### src/rtl/mem_arb_pkg.sv
// Shared types and defaults for the instruction/data cache to L2 arbiter.
//   state_e   : arbiter FSM states (IDLE, I_RD, D_RD, D_WR)
//   grantee_e : identifies which cache was granted most recently
package mem_arb_pkg;

    localparam int unsigned ADDR_W_DEF = 32;
    localparam int unsigned LINE_W_DEF = 256;

    typedef enum logic [1:0] {
        IDLE = 2'd0,
        I_RD = 2'd1,
        D_RD = 2'd2,
        D_WR = 2'd3
    } state_e;

    typedef enum logic {
        GNT_I = 1'b0,
        GNT_D = 1'b1
    } grantee_e;

endpackage

### src/rtl/mem_arbiter.sv
// Arbitrates icache line reads and dcache line reads/writes onto a single
// L2 port with at most one transaction outstanding.
// Ports:
//   clk, rst_n                      clock, async active-low reset
//   i_read, i_addr                  icache read request / line address
//   i_rdata, i_resp                 icache returned line / completion pulse
//   d_read, d_write, d_addr, d_wdata dcache request / address / write line
//   d_rdata, d_resp                 dcache returned line / completion pulse
//   l2_read, l2_write, l2_addr, l2_wdata  memory-side command (latched)
//   l2_rdata, l2_resp               memory returned line / completion
//   i_grants, d_grants              saturating accepted-transaction counts
//   proto_err                       sticky protocol-error flag
module mem_arbiter
    import mem_arb_pkg::*;
#(
    parameter int unsigned ADDR_W = ADDR_W_DEF,
    parameter int unsigned LINE_W = LINE_W_DEF,
    parameter int unsigned CNT_W  = 32
) (
    input  logic              clk,
    input  logic              rst_n,
    input  logic              i_read,
    input  logic [ADDR_W-1:0] i_addr,
    output logic [LINE_W-1:0] i_rdata,
    output logic              i_resp,
    input  logic              d_read,
    input  logic              d_write,
    input  logic [ADDR_W-1:0] d_addr,
    input  logic [LINE_W-1:0] d_wdata,
    output logic [LINE_W-1:0] d_rdata,
    output logic              d_resp,
    output logic              l2_read,
    output logic              l2_write,
    output logic [ADDR_W-1:0] l2_addr,
    output logic [LINE_W-1:0] l2_wdata,
    input  logic [LINE_W-1:0] l2_rdata,
    input  logic              l2_resp,
    output logic [CNT_W-1:0]  i_grants,
    output logic [CNT_W-1:0]  d_grants,
    output logic              proto_err
);

    state_e              state_q, state_d;
    grantee_e            last_q, last_d;
    logic [ADDR_W-1:0]   addr_q, addr_d;
    logic [LINE_W-1:0]   wdata_q, wdata_d;
    logic [CNT_W-1:0]    i_cnt_q, i_cnt_d;
    logic [CNT_W-1:0]    d_cnt_q, d_cnt_d;
    logic                err_q, err_d;
    // Holds off arbitration for the first edge after reset release so the
    // earliest grant lands on the second rising edge.
    logic                ready_q;

    always_ff @(posedge clk or negedge rst_n) begin
        if (!rst_n) begin
            state_q <= IDLE;
            last_q  <= GNT_I;
            addr_q  <= '0;
            wdata_q <= '0;
            i_cnt_q <= '0;
            d_cnt_q <= '0;
            err_q   <= 1'b0;
            ready_q <= 1'b0;
        end else begin
            state_q <= state_d;
            last_q  <= last_d;
            addr_q  <= addr_d;
            wdata_q <= wdata_d;
            i_cnt_q <= i_cnt_d;
            d_cnt_q <= d_cnt_d;
            err_q   <= err_d;
            ready_q <= 1'b1;
        end
    end

    always_comb begin
        logic d_pend;
        state_d = state_q;
        last_d  = last_q;
        addr_d  = addr_q;
        wdata_d = wdata_q;
        i_cnt_d = i_cnt_q;
        d_cnt_d = d_cnt_q;
        err_d   = err_q;
        d_pend  = d_read || d_write;

        case (state_q)
            IDLE: begin
                if (l2_resp) begin
                    err_d = 1'b1;
                end
                if (ready_q) begin
                    // icache wins only when dcache is idle or dcache was the
                    // last grantee; every other pending case goes to dcache.
                    if (i_read && (!d_pend || last_q == GNT_D)) begin
                        state_d = I_RD;
                        last_d  = GNT_I;
                        addr_d  = i_addr;
                        wdata_d = d_wdata;
                        if (i_cnt_q != '1) i_cnt_d = i_cnt_q + CNT_W'(1);
                    end else if (d_pend) begin
                        state_d = d_write ? D_WR : D_RD;
                        last_d  = GNT_D;
                        addr_d  = d_addr;
                        wdata_d = d_wdata;
                        if (d_read && d_write) err_d = 1'b1;
                        if (d_cnt_q != '1) d_cnt_d = d_cnt_q + CNT_W'(1);
                    end
                end
            end
            I_RD: begin
                if (!i_read) err_d = 1'b1;
                if (l2_resp) state_d = IDLE;
            end
            D_RD: begin
                if (!d_read) err_d = 1'b1;
                if (l2_resp) state_d = IDLE;
            end
            D_WR: begin
                if (!d_write) err_d = 1'b1;
                if (l2_resp) state_d = IDLE;
            end
            default: state_d = IDLE;
        endcase
    end

    assign l2_read   = (state_q == I_RD) || (state_q == D_RD);
    assign l2_write  = (state_q == D_WR);
    assign l2_addr   = addr_q;
    assign l2_wdata  = wdata_q;
    assign i_rdata   = l2_rdata;
    assign d_rdata   = l2_rdata;
    assign i_resp    = l2_resp && (state_q == I_RD);
    assign d_resp    = l2_resp && ((state_q == D_RD) || (state_q == D_WR));
    assign i_grants  = i_cnt_q;
    assign d_grants  = d_cnt_q;
    assign proto_err = err_q;

endmodule
### config.mk
export PLATFORM = sky130hd
export DESIGN_NAME = mem_arbiter
export DESIGN_NICKNAME = d
export VERILOG_FILES = /design/src/rtl/mem_arb_pkg.sv /design/src/rtl/mem_arbiter.sv
export SDC_FILE = /design/constraint.sdc
export NUM_CORES = 1
export LEC_CHECK = 0
export BUFFER_PORTS_ARGS = -buffer_cell sky130_fd_sc_hd__buf_4
export CAP_MARGIN = 20
export CORE_AREA = 2 2 557 559
export DETAILED_ROUTE_END_ITERATION = 10
export DIE_AREA = 0 0 559 561
export PLACE_DENSITY = 0.3
export REMOVE_ABC_BUFFERS = 1
export SYNTH_ARGS = -nofsm -noshare
export SYNTH_HDL_FRONTEND = slang
export SYNTH_SLANG_ARGS = --single-unit
### constraint.sdc
create_clock -name clk -period 1.9 [get_ports clk]
set_input_delay 0.285 -clock clk [delete_from_list [all_inputs] [get_ports clk]]
set_output_delay 0.285 -clock clk [all_outputs]
set_load 0.05 [all_outputs]
==> impl_metrics.yaml, run 1 <==
finish:
  fin_nets: 2853
  synthToLayoutAreaGrowth_pct: 83.2
  fin_area_mm2: 0.0334
  share_of_layout_cells_above_drive_strength_1_pct: 58.5
  fill_cells: 35333
  multi_input_logic_area_mm2: 0.00608
  sequential_cell_area_mm2: 0.00893
synthesis:
  synth_most_common_cell: "buf_4"
  post_synth_and_or_nand_nor_area_fraction_pct: 5.49
  asyncSetResetFlopFracSynth_pct: 100
  muxShareOfSynthArea_pct: 17.7
  synth_adder_area_share_pct: 0.481
  synth_area_mm2: 0.0182
  yosys_register_bits: 357
  top_cell_type_s_share_of_synthesized_area_pct: 49.0
  synth_commonest_cells: "512 x buf_4, 357 x dfrtp_1, 257 x mux2_2, 66 x nand2_1, 36 x o21ai_0"
  sequential_element_share_of_the_synthesized_area_pct: 49.0
  synthesis.instances: 1525
  synth_xor_xnor_area_share_pct: 2.93
  synth_edf_count: 0
  synth-compound-area-share_pct: 1.93
  synth_top_family_by_area: "buffers and inverters"
  area_leader_netlist: "dfrtp_1"
  synthFlopType: "dfrtp_1"
  ys_warn_count: 0
  avgSynthCellArea_um2: 11.9
  post_synth_num_cell_types: 54
  synth.area.top_cells: "dfrtp_1 49%, buf_4 21%, mux2_2 16%"
timing:
  achievable-frequency_ghz: 0.479
  slew_viol_final: 0
  worst_hold_slack_ns: 0.0550
  max_slew.worst_pin.slew_ns: 0.520
  fin_setup_tns_ns: -17.48
  finalClockSkew_ns: 0.0532
  rsz0062_at_grt: "true"
  timing.final.setup_violations: 252
  max-slew-margin-rel_pct: 65.0
  min_period_over_period_pct: 110
  final_critical_path_setup_slack_ns: -0.189
  finalCriticalPeriod_ns: 2.09
  finalHoldViolCount: 0
place:
  placedInstanceArea_mm2: 0.0259
  port_buffers: 682
  hpwl_um: 276000
  gpl.final_weighted_congestion: 0.996
critical_path:
  critPathKind: "reg2out"
  critical_path.startpoint_type: "register"
  critPathMaxStageDelay_ns: 0.40
  worst-r2r-cell-count: 9
  reg2reg_from: "state_q[0]$_DFFE_PN0P_"
  reg2reg_setup_slack_ns: -0.16
  endpoint_kind: "output port"
  critPathBufInv: 2
  crit_required_ns: 1.62
  critical_path.most_common_cell: "buf_6"
  critical_path.endpoint: "d_resp"
  path_cells: "buf_6 -> ha_4 -> o21a_1 -> buf_6"
  critical_path.startpoint: "state_q[1]$_DFFE_PN0P_"
  cp_num_cells: 4
  timing.critical_path.arrival_ns: 1.80
  timing.critical_path.fanout_max: 3
  cp_slowest_cell: "dfrtp_1"
  crit-reg2reg-capture: "l2_wdata[181]$_DFFE_PN0P_"
  kind_of_cell_adding_the_most_delay_to_the_critical_path: "flip-flops"
worst_hold_path:
  min_delay_path_depth: 4
  holdCritPathClass: "in2reg"
die:
  design.die.area_mm2: 0.314
  core-area_mm2: 0.308
  initial_utilization_pct: 5.92
  ioPinCount: 1451
  row_count: 204
  dieWidth_um: 559
  floorplan.die.height_um: 561
detailed_routing:
  drtAntennaViolNets: 0
  detailedRoute.firstIterationViolations: 1250
  routed_wire_length_per_instance_um: 49.1
  final_routed_drc_violation_total: 0
  via_count: 17022
  via_per_inst: 2.65
  wirelength_um: 316000
  detailedRoute.firstPassIterationCount: 6
flow_run:
  max_cap_viols: 0
power:
  worst_ir_drop_vdd_v: 0.000978
  static-leakage-power_nw: 14.4
  cellPowerDensity_mw_per_mm2: 1680
clocking:
  clock_sink_count: 357
  numCtsBuffers: 55
  cts_tree: "yes"
  clk_latency_ns: 0.72
  cts-root-to-sink-buffers: 3
  clk_pin_slew_ns: 0.05
  clk_root_buffer_cell: "clkbuf_16"
  cts_max_level: 2
outcome:
  status: "complete, but fails checks"
  failed_checks: "setup timing"
global_route:
  gr-total-overflow: 0
  grt_antenna_before_repair: 53
  grt_pass1_wl_um: 351000
  grt_pass1_vias: 15998
  grt_start_max_net_pins: 58
  grt_usage_pct: 19.3
[layout by cell type (no fill, tap or decap), drive strengths merged, types with 7 or more instances in the layout]
cell,n
xor2,27
mux2,258
ha,7
nand4,22
nor3,14
nand3,29
nor2,24
clkinv,10
clkbuf,101
nand2,67
xnor2,34
inv,9
mux2i,32
dlygate4sd3,322
dfrtp,357
buf,894
o21ai,36
[registers in the layout, indices dropped and copies added, names as in the netlist]
register / cells
l2_wdata: 256
d_grants: 32
i_grants: 32
ready_q: 1
state_q: 2
l2_addr: 32
last_q: 1
proto_err: 1
[metrics by stage]
step	total power [mW]	std cells	util, %	worst slack, ns
floorplan	21.7	969	-	-22.66
global placement	42.9	5928	8.43	-0.213
detailed placement	42.9	5928	8.43	-0.198
CTS	55.6	6370	10.3	-0.250
global route	59.5	6425	10.9	-0.267
finish	56.2	6426	10.9	-0.189
[routing by layer]
layer	up-vias	routed length, um	track usage, %
li1	6120	-	-
met1	8052	71200	11.6
met2	2481	134000	28.8
met3	311	89700	27.0
met4	58	13200	6.69
met5	-	7550	17.3
[worst register-to-register path, stage by stage, from the launching register on]
cell and delay (ns):
dfrtp_1 0.40, inv_2 0.10, ha_4 0.17, buf_6 0.10, o311ai_4 0.14, clkbuf_16 0.23, buf_12 0.15, clkbuf_16 0.17
clkbuf_16 0.17, mux2_4 0.29
[cell type report]
| type | count | area share, % |
|---|---|---|
| inverter | 6 | 0.0675 |
| clock buffer | 79 | 4.78 |
| antenna | 4 | 0.0300 |
| multi-input combinational | 606 | 18.2 |
| tap | 4120 | 15.4 |
| sequential | 357 | 26.8 |
| clock inverter | 16 | 0.487 |
| timing repair buffer | 1238 | 34.2 |
[how the worst min path moves through the flow]
stage                                end     from
6_report          state_q[0]$_DFFE_PN0P_  d_write
4_1_cts           state_q[0]$_DFFE_PN0P_  d_write
3_3_place_gp    l2_wdata[91]$_DFFE_PN0P_    rst_n
5_1_grt           state_q[0]$_DFFE_PN0P_  d_write
2_1_floorplan    d_grants[0]$_DFFE_PN0P_    rst_n
3_5_place_dp   l2_wdata[211]$_DFFE_PN0P_    rst_n
[logic make-up (layout without fill, tap and decap cells)]
group	Yosys count	in the layout
muxes	290	290
buffers and inverters	562	1339
other	1	5
xor gates and xnor gates	61	61
and+or+nand+nor	190	190
AOI/OAI and AO/OA	57	57
adders and majority gates	7	7
DFF	357	357
[power by group]
part,leakage (nW),switching (mW),internal (mW)
clock,0.871,4.42,6.05
sequential,4.35,1.99,10.9
combinational,9.16,21.6,11.2
total,14.4,28.0,28.2
[what timing repair did]
action	in CTS	in global routing
pin swaps	21	67
cloned	8	24
setup buffers	17	38
endpoints found under the setup margin	262	336
resized for setup	71	236
hold buffers	322	0
hold endpoints to repair	648	0
No activity file was read; power rests on OpenSTA's default activity.
==> run 2: changes to the inputs <==
--- a/config.mk
+++ b/config.mk
@@ -7,9 +7,9 @@
 export LEC_CHECK = 0
 export BUFFER_PORTS_ARGS = -buffer_cell sky130_fd_sc_hd__buf_4
 export CAP_MARGIN = 20
-export CORE_AREA = 2 2 557 559
+export CORE_AREA = 2 2 566 568
 export DETAILED_ROUTE_END_ITERATION = 10
-export DIE_AREA = 0 0 559 561
+export DIE_AREA = 0 0 568 570
 export PLACE_DENSITY = 0.3
 export REMOVE_ABC_BUFFERS = 1
 export SYNTH_ARGS = -nofsm -noshare
==> impl_metrics.yaml, run 2 (same netlist as run 1, synthesis figures left out) <==
timing:
  final_critical_path_setup_slack_ns: -0.216
  min_period_over_period_pct: 111
  timing.final.setup_violations: 262
  rsz0062_at_grt: "true"
  achievable-frequency_ghz: 0.473
  finalHoldViolCount: 0
  max-slew-margin-rel_pct: 61.2
  finalCriticalPeriod_ns: 2.12
  slew_viol_final: 0
  max_slew.worst_pin.slew_ns: 0.578
  finalClockSkew_ns: 0.0400
  worst_hold_slack_ns: 0.0618
clocking:
  clk_pin_slew_ns: 0.06
  clock_sink_count: 357
  clk_root_buffer_cell: "clkbuf_16"
  clk_latency_ns: 0.73
  cts-root-to-sink-buffers: 3
  cts_max_level: 2
  cts_tree: "yes"
  numCtsBuffers: 53
critical_path:
  critPathKind: "reg2out"
  crit_required_ns: 1.62
  reg2reg_from: "state_q[1]$_DFFE_PN0P_"
  timing.critical_path.arrival_ns: 1.83
  crit-reg2reg-capture: "l2_wdata[29]$_DFFE_PN0P_"
  critical_path.startpoint_type: "register"
  reg2reg_setup_slack_ns: -0.21
  timing.critical_path.fanout_max: 3
  endpoint_kind: "output port"
  worst-r2r-cell-count: 10
flow_run:
  max_cap_viols: 0
power:
  worst_ir_drop_vdd_v: 0.00114
  static-leakage-power_nw: 13.9
  cellPowerDensity_mw_per_mm2: 1660
detailed_routing:
  final_routed_drc_violation_total: 0
  detailedRoute.firstIterationViolations: 1594
  detailedRoute.firstPassIterationCount: 5
  routed_wire_length_per_instance_um: 48.3
  drtAntennaViolNets: 0
  via_per_inst: 2.65
  via_count: 17161
  wirelength_um: 313000
global_route:
  grt_start_max_net_pins: 65
  grt_antenna_before_repair: 62
  grt_pass1_vias: 16141
  grt_pass1_wl_um: 349000
  grt_usage_pct: 18.6
  gr-total-overflow: 0
place:
  port_buffers: 682
  place_ws_ns: -0.205
  hpwl_um: 275000
  dp_cells: 6021
  gpl.final_weighted_congestion: 1.03
die:
  row_count: 207
  ioPinCount: 1451
  initial_utilization_pct: 5.74
  core-area_mm2: 0.317
  floorplan.die.height_um: 570
  dieWidth_um: 568
  design.die.area_mm2: 0.324
worst_hold_path:
  holdCritPathClass: "in2reg"
  timing.hold.worst.start: "i_addr[12]"
  min_delay_path_depth: 4
  hold_end: "l2_addr[12]$_DFFE_PN0P_"
outcome:
  failed_checks: "setup timing"
  status: "complete, but fails checks"
finish:
  layout_commonest_cell: "buf_4"
  fin_nets: 2855
  synthToLayoutAreaGrowth_pct: 80.8
  largest_reg_flops: 256
  share_of_layout_cells_above_drive_strength_1_pct: 58.9
  layoutNonFillerInstCount: 6484
  mostFrequentLayoutCells: "828 x buf_4, 357 x dfrtp_1, 312 x dlygate4sd3_1"
run 2: cell types whose count changed in the layout (fill, tap and decap cells not counted), sizes merged:
cell / previous run / this run
inv: 9 / 6
clkinv: 10 / 4
dlygate4sd3: 322 / 312
clkbuf: 101 / 92
diode: 4 / 6
buf: 894 / 915
bufinv: 2 / 5
run 2: how the worst max path moves through the flow:
| stage | to | cells past startpoint | from |
|---|---|---|---|
| 2_1_floorplan | l2_wdata[0]$_DFFE_PN0P_ | 2 | d_read |
| 3_3_place_gp | i_grants[26]$_DFFE_PN0P_ | 8 | state_q[1]$_DFFE_PN0P_ |
| 3_5_place_dp | d_grants[1]$_DFFE_PN0P_ | 5 | d_grants[22]$_DFFE_PN0P_ |
| 4_1_cts | d_resp | 5 | state_q[0]$_DFFE_PN0P_ |
| 5_1_grt | d_grants[25]$_DFFE_PN0P_ | 9 | state_q[1]$_DFFE_PN0P_ |
| 6_report | d_resp | 4 | state_q[0]$_DFFE_PN0P_ |
run 2: per-layer routing:
metal  track usage (%)  vias up  wire (um)  share of wire [%]
met4              5.17       50      10300                3.3
met1              11.2     8084      69700                 22
met5              17.4        -       7600                2.4
met3              26.5      333      92000                 29
met2              28.0     2579     134000                 43
li1                  -     6115          -                  -
run 2: power breakdown:
| part | internal (mW) | switching [mW] | leakage [nW] | total [mW] |
|---|---|---|---|---|
| clock | 6.27 | 4.33 | 0.855 | 10.6 |
| combinational | 10.4 | 20.7 | 8.67 | 31.1 |
| sequential | 10.9 | 1.95 | 4.35 | 12.8 |
run 2: final cells by class:
| cell class | count | area (um^2) |
|---|---|---|
| diodes | 6 | 15.0 |
| clock buffers | 77 | 1560 |
| clock inverters | 10 | 196 |
| fillers | 36416 | 284000 |
| inverters | 6 | 22.5 |
| multi-input cells | 606 | 5810 |
| flip-flops and latches | 357 | 8930 |
| well taps | 4180 | 5230 |
| repair buffers | 1242 | 11200 |
run 2: timing repair:
item / 4_1_cts / 5_1_grt
gates resized for setup: 53 / 189
endpoints found under the setup margin: 239 / 324
hold buffers: 312 / 0
gates cloned: 8 / 16
buffers inserted: 18 / 26
hold endpoints to repair: 595 / 0
pin swaps: 18 / 54
run 2: through the flow:
step                util (%)  power, mW  setup TNS, ns  instance area, um^2
floorplan                  -       21.7       -6557.14                14200
global placement        8.27       42.1         -15.42                26200
detailed placement      8.27       42.2         -12.62                26200
CTS                     10.0       54.8         -38.98                31700
global route            10.4       57.8         -34.71                32900
finish                  10.4       54.6         -24.42                32900
run 2: worst max-delay path: stages (launching register included):
cell and delay, ns:
dfrtp_1 0.41, buf_6 0.14, ha_4 0.16, o21a_1 0.23
buf_6 0.17
